File: config.mk
export PLATFORM = sky130hd
export DESIGN_NAME = peripheral_bus_bridge
export DESIGN_NICKNAME = d
export VERILOG_FILES = /design/src/rtl/peripheral_bus_bridge.sv
export SDC_FILE = /design/constraint.sdc
export NUM_CORES = 1
export LEC_CHECK = 0
export CAP_MARGIN = 5
export CORE_AREA = 3 3 76 113
export DETAILED_ROUTE_END_ITERATION = 10
export DIE_AREA = 0 0 79 116
export PLACE_DENSITY_LB_ADDON = 0.2
export SLEW_MARGIN = 40
export SYNTH_ARGS = -nofsm -noshare
export SYNTH_HDL_FRONTEND = slang
export SYNTH_SLANG_ARGS = --single-unit
File: constraint.sdc
create_clock -name clk -period 3.7 [get_ports clk]
set_input_delay 0.74 -clock clk [delete_from_list [all_inputs] [get_ports clk]]
set_output_delay 0.74 -clock clk [all_outputs]
set_load 0.03 [all_outputs]
File: src/rtl/peripheral_bus_bridge.sv
// rtl/peripheral_bus_bridge.sv - req/ack register bus to peripheral_core strobe bridge
//
// Ports:
//   clk, reset_n                  clock, asynchronous active-low reset
//   bus_req/we/addr/wdata         single-outstanding master request
//   bus_ack/err/rdata             registered one-cycle completion and response
//   count_we/count_in             COUNT load strobe and value
//   config_we/en_in/dir_in/ire_in CONFIG load strobe and fields
//   fifo_we/fifo_data_in          FIFO push strobe and data
//   fifo_re                       FIFO pop strobe
//   count_out, en/dir/ire/lt_1k_out, fifo_data_out, fifo_word_count,
//   fifo_empty, fifo_full         current peripheral_core state
module peripheral_bus_bridge #(
    parameter int ADDR_WIDTH       = 8,
    parameter int FIFO_COUNT_WIDTH = 9
) (
    input  logic                        clk,
    input  logic                        reset_n,
    input  logic                        bus_req,
    input  logic                        bus_we,
    input  logic [ADDR_WIDTH-1:0]       bus_addr,
    input  logic [31:0]                 bus_wdata,
    output logic                        bus_ack,
    output logic                        bus_err,
    output logic [31:0]                 bus_rdata,
    output logic                        count_we,
    output logic [31:0]                 count_in,
    output logic                        config_we,
    output logic                        en_in,
    output logic                        dir_in,
    output logic                        ire_in,
    output logic                        fifo_we,
    output logic                        fifo_re,
    output logic [7:0]                  fifo_data_in,
    input  logic [31:0]                 count_out,
    input  logic                        en_out,
    input  logic                        dir_out,
    input  logic                        ire_out,
    input  logic                        lt_1k_out,
    input  logic [7:0]                  fifo_data_out,
    input  logic [FIFO_COUNT_WIDTH-1:0] fifo_word_count,
    input  logic                        fifo_empty,
    input  logic                        fifo_full
);

    typedef enum logic [1:0] {IDLE, POP, CAPTURE, ACK} state_t;

    localparam logic [1:0] SEL_COUNT  = 2'd0;
    localparam logic [1:0] SEL_CONFIG = 2'd1;
    localparam logic [1:0] SEL_STATUS = 2'd2;
    localparam logic [1:0] SEL_FIFO   = 2'd3;

    state_t state, state_nxt;

    logic [1:0]  reg_sel;
    logic        addr_bad;
    logic        access_err;
    logic        fifo_pop;
    logic [31:0] read_word;

    logic        bus_ack_nxt, bus_err_nxt;
    logic [31:0] bus_rdata_nxt;
    logic        count_we_nxt, config_we_nxt, fifo_we_nxt, fifo_re_nxt;
    logic [31:0] count_in_nxt;
    logic [2:0]  config_nxt;
    logic [7:0]  fifo_data_in_nxt;

    // Address decode and error classification, evaluated against the
    // flags present at the acceptance edge.
    always_comb begin
        reg_sel    = bus_addr[3:2];
        addr_bad   = (bus_addr[1:0] != 2'b00) || (|bus_addr[ADDR_WIDTH-1:4]);
        access_err = addr_bad
                  || ( bus_we && reg_sel == SEL_STATUS)
                  || ( bus_we && reg_sel == SEL_FIFO && fifo_full)
                  || (!bus_we && reg_sel == SEL_FIFO && fifo_empty);
        fifo_pop   = !access_err && !bus_we && reg_sel == SEL_FIFO;

        read_word = '0;
        case (reg_sel)
            SEL_COUNT:  read_word = count_out;
            SEL_CONFIG: read_word[2:0] = {ire_out, dir_out, en_out};
            SEL_STATUS: begin
                read_word[2:0] = {fifo_full, fifo_empty, lt_1k_out};
                read_word[8 +: FIFO_COUNT_WIDTH] = fifo_word_count;
            end
            default:    read_word = '0;
        endcase
    end

    always_ff @(posedge clk or negedge reset_n) begin
        if (!reset_n) state <= IDLE;
        else          state <= state_nxt;
    end

    always_comb begin
        state_nxt = state;
        case (state)
            IDLE:    if (bus_req) state_nxt = fifo_pop ? POP : ACK;
            POP:     state_nxt = CAPTURE;
            CAPTURE: state_nxt = ACK;
            ACK:     state_nxt = IDLE;
            default: state_nxt = IDLE;
        endcase
    end

    // Next values of the registered outputs; everything defaults to 0 so
    // strobes and ack are naturally single-cycle.
    always_comb begin
        bus_ack_nxt      = 1'b0;
        bus_err_nxt      = 1'b0;
        bus_rdata_nxt    = '0;
        count_we_nxt     = 1'b0;
        config_we_nxt    = 1'b0;
        fifo_we_nxt      = 1'b0;
        fifo_re_nxt      = 1'b0;
        count_in_nxt     = '0;
        config_nxt       = '0;
        fifo_data_in_nxt = '0;
        case (state)
            IDLE: begin
                if (bus_req) begin
                    if (fifo_pop) begin
                        fifo_re_nxt = 1'b1;
                    end else begin
                        bus_ack_nxt = 1'b1;
                        bus_err_nxt = access_err;
                        if (!access_err) begin
                            if (bus_we) begin
                                case (reg_sel)
                                    SEL_COUNT: begin
                                        count_we_nxt = 1'b1;
                                        count_in_nxt = bus_wdata;
                                    end
                                    SEL_CONFIG: begin
                                        config_we_nxt = 1'b1;
                                        config_nxt    = bus_wdata[2:0];
                                    end
                                    SEL_FIFO: begin
                                        fifo_we_nxt      = 1'b1;
                                        fifo_data_in_nxt = bus_wdata[7:0];
                                    end
                                    default: ;
                                endcase
                            end else begin
                                bus_rdata_nxt = read_word;
                            end
                        end
                    end
                end
            end
            CAPTURE: begin
                // Pop data became valid the cycle after fifo_re.
                bus_ack_nxt   = 1'b1;
                bus_rdata_nxt = {24'b0, fifo_data_out};
            end
            default: ;
        endcase
    end

    always_ff @(posedge clk or negedge reset_n) begin
        if (!reset_n) begin
            bus_ack      <= 1'b0;
            bus_err      <= 1'b0;
            bus_rdata    <= '0;
            count_we     <= 1'b0;
            count_in     <= '0;
            config_we    <= 1'b0;
            en_in        <= 1'b0;
            dir_in       <= 1'b0;
            ire_in       <= 1'b0;
            fifo_we      <= 1'b0;
            fifo_re      <= 1'b0;
            fifo_data_in <= '0;
        end else begin
            bus_ack      <= bus_ack_nxt;
            bus_err      <= bus_err_nxt;
            bus_rdata    <= bus_rdata_nxt;
            count_we     <= count_we_nxt;
            count_in     <= count_in_nxt;
            config_we    <= config_we_nxt;
            en_in        <= config_nxt[0];
            dir_in       <= config_nxt[1];
            ire_in       <= config_nxt[2];
            fifo_we      <= fifo_we_nxt;
            fifo_re      <= fifo_re_nxt;
            fifo_data_in <= fifo_data_in_nxt;
        end
    end

endmodule

==> results.sh, run 1 <==
export IMPL_status="finished clean"
export IMPL_die_w_um=79
export IMPL_cts_made_buffers=9
export IMPL_post_cts_buffers=0
export IMPL_relSlewSlack_pct=52.55
export IMPL_use_met1_pct=17.61
export IMPL_synth_largest_area_cell="dfrtp_1"
export IMPL_die_area_sq_um=9164
export IMPL_critPathArrivalTime_ns=2.80
export IMPL_synth_edf_count=0
export IMPL_initial_core_util_pct=39.37
export IMPL_antenna_found_initial=0
export IMPL_required_ns=3.96
export IMPL_place_congestion=0.7494
export IMPL_skew_ns=0.004151
export IMPL_wl_um=7777
export IMPL_cts_sinks=83
export IMPL_avgSynthCellArea_sq_um=12.65
export IMPL_grt_pass1_wl_um=12080
export IMPL_crit_fanout=16
export IMPL_placed_area_sq_um=4923
export IMPL_rr_endpoint="bus_rdata[21]"
export IMPL_rsz0062_at_grt="false"
export IMPL_num_rows=39
export IMPL_syn_inst=240
export IMPL_yosysWarningCount=0
export IMPL_crit_chain="clkdlybuf4s50_1 -> buf_4 -> nand2_1 -> or3b_4 -> nor4_4 -> buf_4 -> and2_1"
export IMPL_reg2reg_slack_ns=1.67
export IMPL_vias=2371
export IMPL_slowest_stage="or3b_4"
export IMPL_fp_dieH_um=116
export IMPL_syn_num_nets=341
export IMPL_leakage_nw=2.394
export IMPL_synth_seq_cells=83
export IMPL_r2r_start="state[0]"
export IMPL_grt_use_met3_pct=6.299
export IMPL_yosysSeqAreaShare_pct=68.43
export IMPL_core_area_sq_um=7710
export IMPL_reg2reg_depth=7
export IMPL_postLayoutCellArea_sq_um=5260
export IMPL_wl_per_cell_um=14.76
export IMPL_tightest_slew_ns=0.7117
export IMPL_cts_tree="yes"
export IMPL_use_met2_pct=32.96
export IMPL_hold_violations=0
export IMPL_finalCritPeriodShare_pct=68.52
export IMPL_clk_path_buf_depth=2
export IMPL_firstDrtPassIters=4
export IMPL_h_tree_depth=3
export IMPL_worst_path_most_repeated_cell="buf_4"
export IMPL_clk_latency_ns=0.32
export IMPL_syn2layout_area_growth_pct=73.29
export IMPL_track_usage_pct=17.60
export IMPL_post_route_util_pct=68.22
export IMPL_synth_top_area_share_pct=68.43
export IMPL_cts_hold_repair_buffers=0
export IMPL_busiest_layer="met2"
export IMPL_final_net_count=521
export IMPL_drive_above_1_share_pct=6.118
export IMPL_drv_cap=0
export IMPL_finalSetupTns_ns=0
export IMPL_critPathKind="primary input to flip-flop"
export IMPL_clock_root_buffer="clkbuf_16"
export IMPL_route_detailed_drc=0
export IMPL_slowest_delay_ns=0.44
export IMPL_async_flop_share_pct=100.0
export IMPL_antenna_cells=0
export IMPL_ant_nets=0
export IMPL_holdWs_ns=0.4496
export IMPL_hold_path_class="primary input to async pin"
export IMPL_ys_flop_type="dfrtp_1"
export IMPL_grt_max_degree=84
export IMPL_io_pins=180
export IMPL_vias_per_cell=4.499
export IMPL_maxSlewViolCount=0
export IMPL_yosys_cell_types_count=31
export IMPL_cts_resized_gates=0
export IMPL_cp_start_kind="primary input"
export IMPL_cts_clk_slew_worst_paths_ns=0.06
export IMPL_synth_area_sq_um=3035
export IMPL_fmax_mhz=394.4
export IMPL_setup_viol=0
export IMPL_port_buffers=179
export IMPL_synth_area_top_cells="dfrtp_1 (68%), and2_1 (9.7%), mux2i_1 (4.0%)"
export IMPL_ir_drop_uv=293.4
export IMPL_grt_pass1_vias=2486
export IMPL_grt_overflow_total=0
export IMPL_layout_commonest_cell="clkdlybuf4s50_1"
export IMPL_fin_crit_ns=2.535
export IMPL_hpwl_um=5885
export IMPL_cp_end_kind="flip-flop"
export IMPL_final_cell_mix="clkdlybuf4s50_1 (178), dfrtp_1 (83), and2_1 (47)"
export IMPL_p_per_area_nw_per_um2=445.6
export IMPL_drt_initial_drc_count=55
==> per-layer routing <==
metal / vias to the layer above / part of all wire, %
met5: - / 0
met4: 0 / 1.2
met3: 9 / 7.8
met2: 97 / 57
met1: 1125 / 34
li1: 1140 / -
==> power by group <==
| part | leakage, nW | switching (mW) | internal (mW) |
|---|---|---|---|
| clock | 0.159 | 0.332 | 0.626 |
| combinational | 1.09 | 0.206 | 0.213 |
| sequential | 1.15 | 0.0143 | 0.953 |
==> sequential cells by signal, summed over array words and instances (netlist names), 2 cells and up <==
| register | cells |
|---|---|
| fifo_data_in | 8 |
| count_in | 32 |
| state | 2 |
| bus_rdata | 32 |
==> worst max-delay path, delay by kind of cell <==
family                 cells  cell delay, ns
buffers and inverters      3            0.87
AND/OR/NAND/NOR            4            1.17
==> cells by family (layout without fill, tap and decap cells) <==
logic type / after synthesis / after routing / share of synthesized area, %
AND/OR/NAND/NOR: 100 / 100 / 19.50
AO/OA/AOI/OAI: 17 / 17 / 3.710
flip-flops: 83 / 83 / 68.43
multiplexers: 12 / 12 / 3.957
buffers and inverters: 26 / 211 / 3.586
adder cells (fa/ha/maj): 2 / 2 / 0.8243
==> worst max-delay path by stage <==
| stage | end | cells after the start | startpoint |
|---|---|---|---|
| 6_report | bus_rdata[21] | 7 | bus_addr[2] |
| 5_1_grt | bus_rdata[21] | 7 | bus_addr[2] |
| 4_1_cts | bus_rdata[21] | 6 | bus_addr[2] |
| 3_5_place_dp | bus_rdata[21] | 6 | bus_addr[2] |
| 3_3_place_gp | bus_rdata[7] | 6 | bus_addr[2] |
| 2_1_floorplan | state[1] | 6 | bus_addr[2] |
==> cells in the mapped netlist (all sizes together) (2+ instances only) <==
| cell | n |
|---|---|
| nand2 | 9 |
| ha | 2 |
| or2 | 2 |
| a22o | 5 |
| nor3b | 2 |
| inv | 12 |
| o21ai | 4 |
| nor2 | 15 |
| mux2i | 12 |
| dfrtp | 83 |
| nand3 | 2 |
| nor3 | 7 |
| a21oi | 5 |
| buf | 7 |
| clkbuf | 7 |
| nor4 | 10 |
| nor2b | 2 |
| and2 | 47 |
==> final cells by class <==
class	count	area [sq um]
fill	635	2450
sequential	83	2077
timing repair buffer	183	1823
multi-input combinational	131	858.3
clock buffer	12	256.5
tap	102	127.6
clock inverter	4	72.57
inverter	12	45.04
==> metrics by stage <==
| step | total power [mW] | std cells | setup slack, ns |
|---|---|---|---|
| floorplan | 1.179 | 240 | 1.848 |
| global route | 2.441 | 527 | 1.040 |
| global placement | 1.394 | 510 | 0.6390 |
| CTS | 2.373 | 526 | 0.9151 |
| detailed placement | 1.406 | 510 | 0.5742 |
| finish | 2.344 | 527 | 1.165 |
Power figures use the tool's default switching activity.
==> run 2: changes to the inputs <==
CORE_AREA = 3 3 82 122   (was 3 3 76 113)
DIE_AREA = 0 0 85 125   (was 0 0 79 116)
clock period = 2.16 ns   (was 3.7 ns; I/O delays follow)
==> run 2 against run 1 <==
Critical path depth did not move. Sequential power rose by 72%. Flip-flop and latch count did not move. Die area rose by 16%. Global-route usage fell by 1.6 points. Wire length rose by 5.4%. Critical path type is now flip-flop to flip-flop. Critical endpoint is now bus_rdata[6]. Largest cell class unchanged. Largest power group unchanged. Highest routed layer unchanged.
==> results.sh, run 2 (synthesis gave the netlist of run 1 again) <==
export IMPL_clk_latency_ns=0.33
export IMPL_final_cell_mix="clkdlybuf4s50_1 (178), dfrtp_1 (83), and2_1 (47)"
export IMPL_placed_area_sq_um=5040
export IMPL_postLayoutCellArea_sq_um=5346
export IMPL_drv_cap=0
export IMPL_swShare_pct=24.21
export IMPL_status="finished clean"
export IMPL_clk_path_buf_depth=2
export IMPL_wl_um=8200
export IMPL_drt_initial_drc_count=60
export IMPL_fp_dieH_um=125
export IMPL_pre_cts_ws_ns=0.09787
export IMPL_hold_violations=0
export IMPL_finalCritPeriodShare_pct=85.65
export IMPL_highest_signal_layer="met4"
export IMPL_finalSetupTns_ns=0
export IMPL_skew_ns=0.01006
export IMPL_holdWs_ns=0.03296
export IMPL_relSlewSlack_pct=71.91
export IMPL_clkPwrFrac_pct=39.0
export IMPL_grt_max_degree=34
export IMPL_post_cts_buffers=0
export IMPL_fin_crit_ns=1.850
export IMPL_ir_drop_uv=483.4
export IMPL_layout_commonest_cell="clkdlybuf4s50_1"
export IMPL_wl_per_cell_um=15.13
export IMPL_core_area_sq_um=8986
export IMPL_cts_resized_gates=0
export IMPL_rsz0062_at_grt="false"
export IMPL_place_congestion=0.7171
export IMPL_combinationalPowerShare_pct=18.7
export IMPL_grt_overflow_total=0
export IMPL_firstDrtPassIters=2
export IMPL_setup_viol=0
export IMPL_cp_start_kind="flip-flop"
export IMPL_die_area_sq_um=10630
export IMPL_required_ns=2.42
export IMPL_hpwl_um=6406
export IMPL_cts_clk_slew_worst_paths_ns=0.06
export IMPL_final_net_count=528
export IMPL_drive_above_1_share_pct=7.407
export IMPL_route_met2_wl_um=4619
export IMPL_critPathKind="flip-flop to flip-flop"
export IMPL_antenna_cells=0
export IMPL_fmax_mhz=540.5
export IMPL_die_w_um=85
export IMPL_antenna_found_initial=0
export IMPL_reg_top3="bus_rdata x32, count_in x32, fifo_data_in x8"
export IMPL_route_detailed_drc=0
export IMPL_cts_made_buffers=9
export IMPL_num_rows=42
export IMPL_vias=2399
export IMPL_clock_root_buffer="clkbuf_16"
export IMPL_critPathArrivalTime_ns=2.11
export IMPL_track_usage_pct=15.97
export IMPL_wl_met3_um=466
export IMPL_p_seq_share_pct=42.4
export IMPL_initial_core_util_pct=33.78
export IMPL_cts_tree="yes"
export IMPL_p_per_area_nw_per_um2=732.1
export IMPL_fillerInstances=749
export IMPL_hold_path_class="primary input to async pin"
export IMPL_crit_fanout=20
export IMPL_syn2layout_area_growth_pct=76.13
export IMPL_m1WireLength_um=2880
export IMPL_cp_end_kind="flip-flop"
export IMPL_cts_sinks=83
export IMPL_finalWorstSetupSlack_ns=0.3100
export IMPL_ant_nets=0
export IMPL_tightest_slew_ns=0.4213
export IMPL_p_int_mw=2.967
export IMPL_maxSlewViolCount=0
export IMPL_leakage_nw=2.427
export IMPL_switchingPower_mw=0.9475
export IMPL_io_pins=180
export IMPL_port_buffers=179
export IMPL_h_tree_depth=3
export IMPL_grt_pass1_wl_um=13160
export IMPL_grt_pass1_vias=2638
export IMPL_vias_per_cell=4.426
export IMPL_cts_hold_repair_buffers=0
run 2: power by group through the flow:
stage | sequential [mW] | clock [mW] | combinational (mW)
after CTS | 1.66 | 1.58 | 0.742
after global routing | 1.66 | 1.64 | 0.796
after floorplan | 1.80 | 0 | 0.218
after detailed placement | 1.69 | 0 | 0.740
after global placement | 1.69 | 0 | 0.729
final | 1.66 | 1.53 | 0.730
run 2: critical path, stage by stage (launching register included):
cell and delay (ns):
dfrtp_1 0.36, inv_1 0.10, ha_1 0.30, nand2_2 0.12
or3b_4 0.40, nor4_4 0.19, buf_12 0.18, a22o_1 0.13
run 2: per-layer routing:
layer | track usage, % | up-vias
li1 | - | 1151
met1 | 16.73 | 1141
met2 | 29.58 | 92
met3 | 3.423 | 15
met4 | 7.456 | 0
met5 | 0 | -
run 2: final timing paths:
path	to	depth (start not counted)	start	slack, ns
worst max-delay path	bus_rdata[6]	7	state[0]	0.31
worst min-delay path	count_in[17]	1	reset_n	0.03
worst max register to register	bus_rdata[6]	7	state[0]	0.31
worst min register to register	state[1]	1	state[1]	0.58
max in group asynchronous	count_in[6]	2	reset_n	1.50
min in group clk	state[1]	1	state[1]	0.58
run 2: area by class of cell:
class	instances	area, sq um	area share [%]
Multi-Input combinational cell	131	858.3	16.05
Inverter	12	45.04	0.8425
Clock buffer	13	260.3	4.868
Sequential cell	83	2077	38.85
Clock inverter	3	46.29	0.8659
Tap cell	110	137.6	2.574
Timing Repair Buffer	190	1922	35.95
run 2: per-stage QoR:
step	instances	util, %	power, mW
after CTS	542	59.50	3.978
after floorplan	240	-	2.020
after detailed placement	526	56.08	2.426
final	542	59.50	3.914
after global placement	526	56.08	2.414
after global routing	542	59.50	4.098
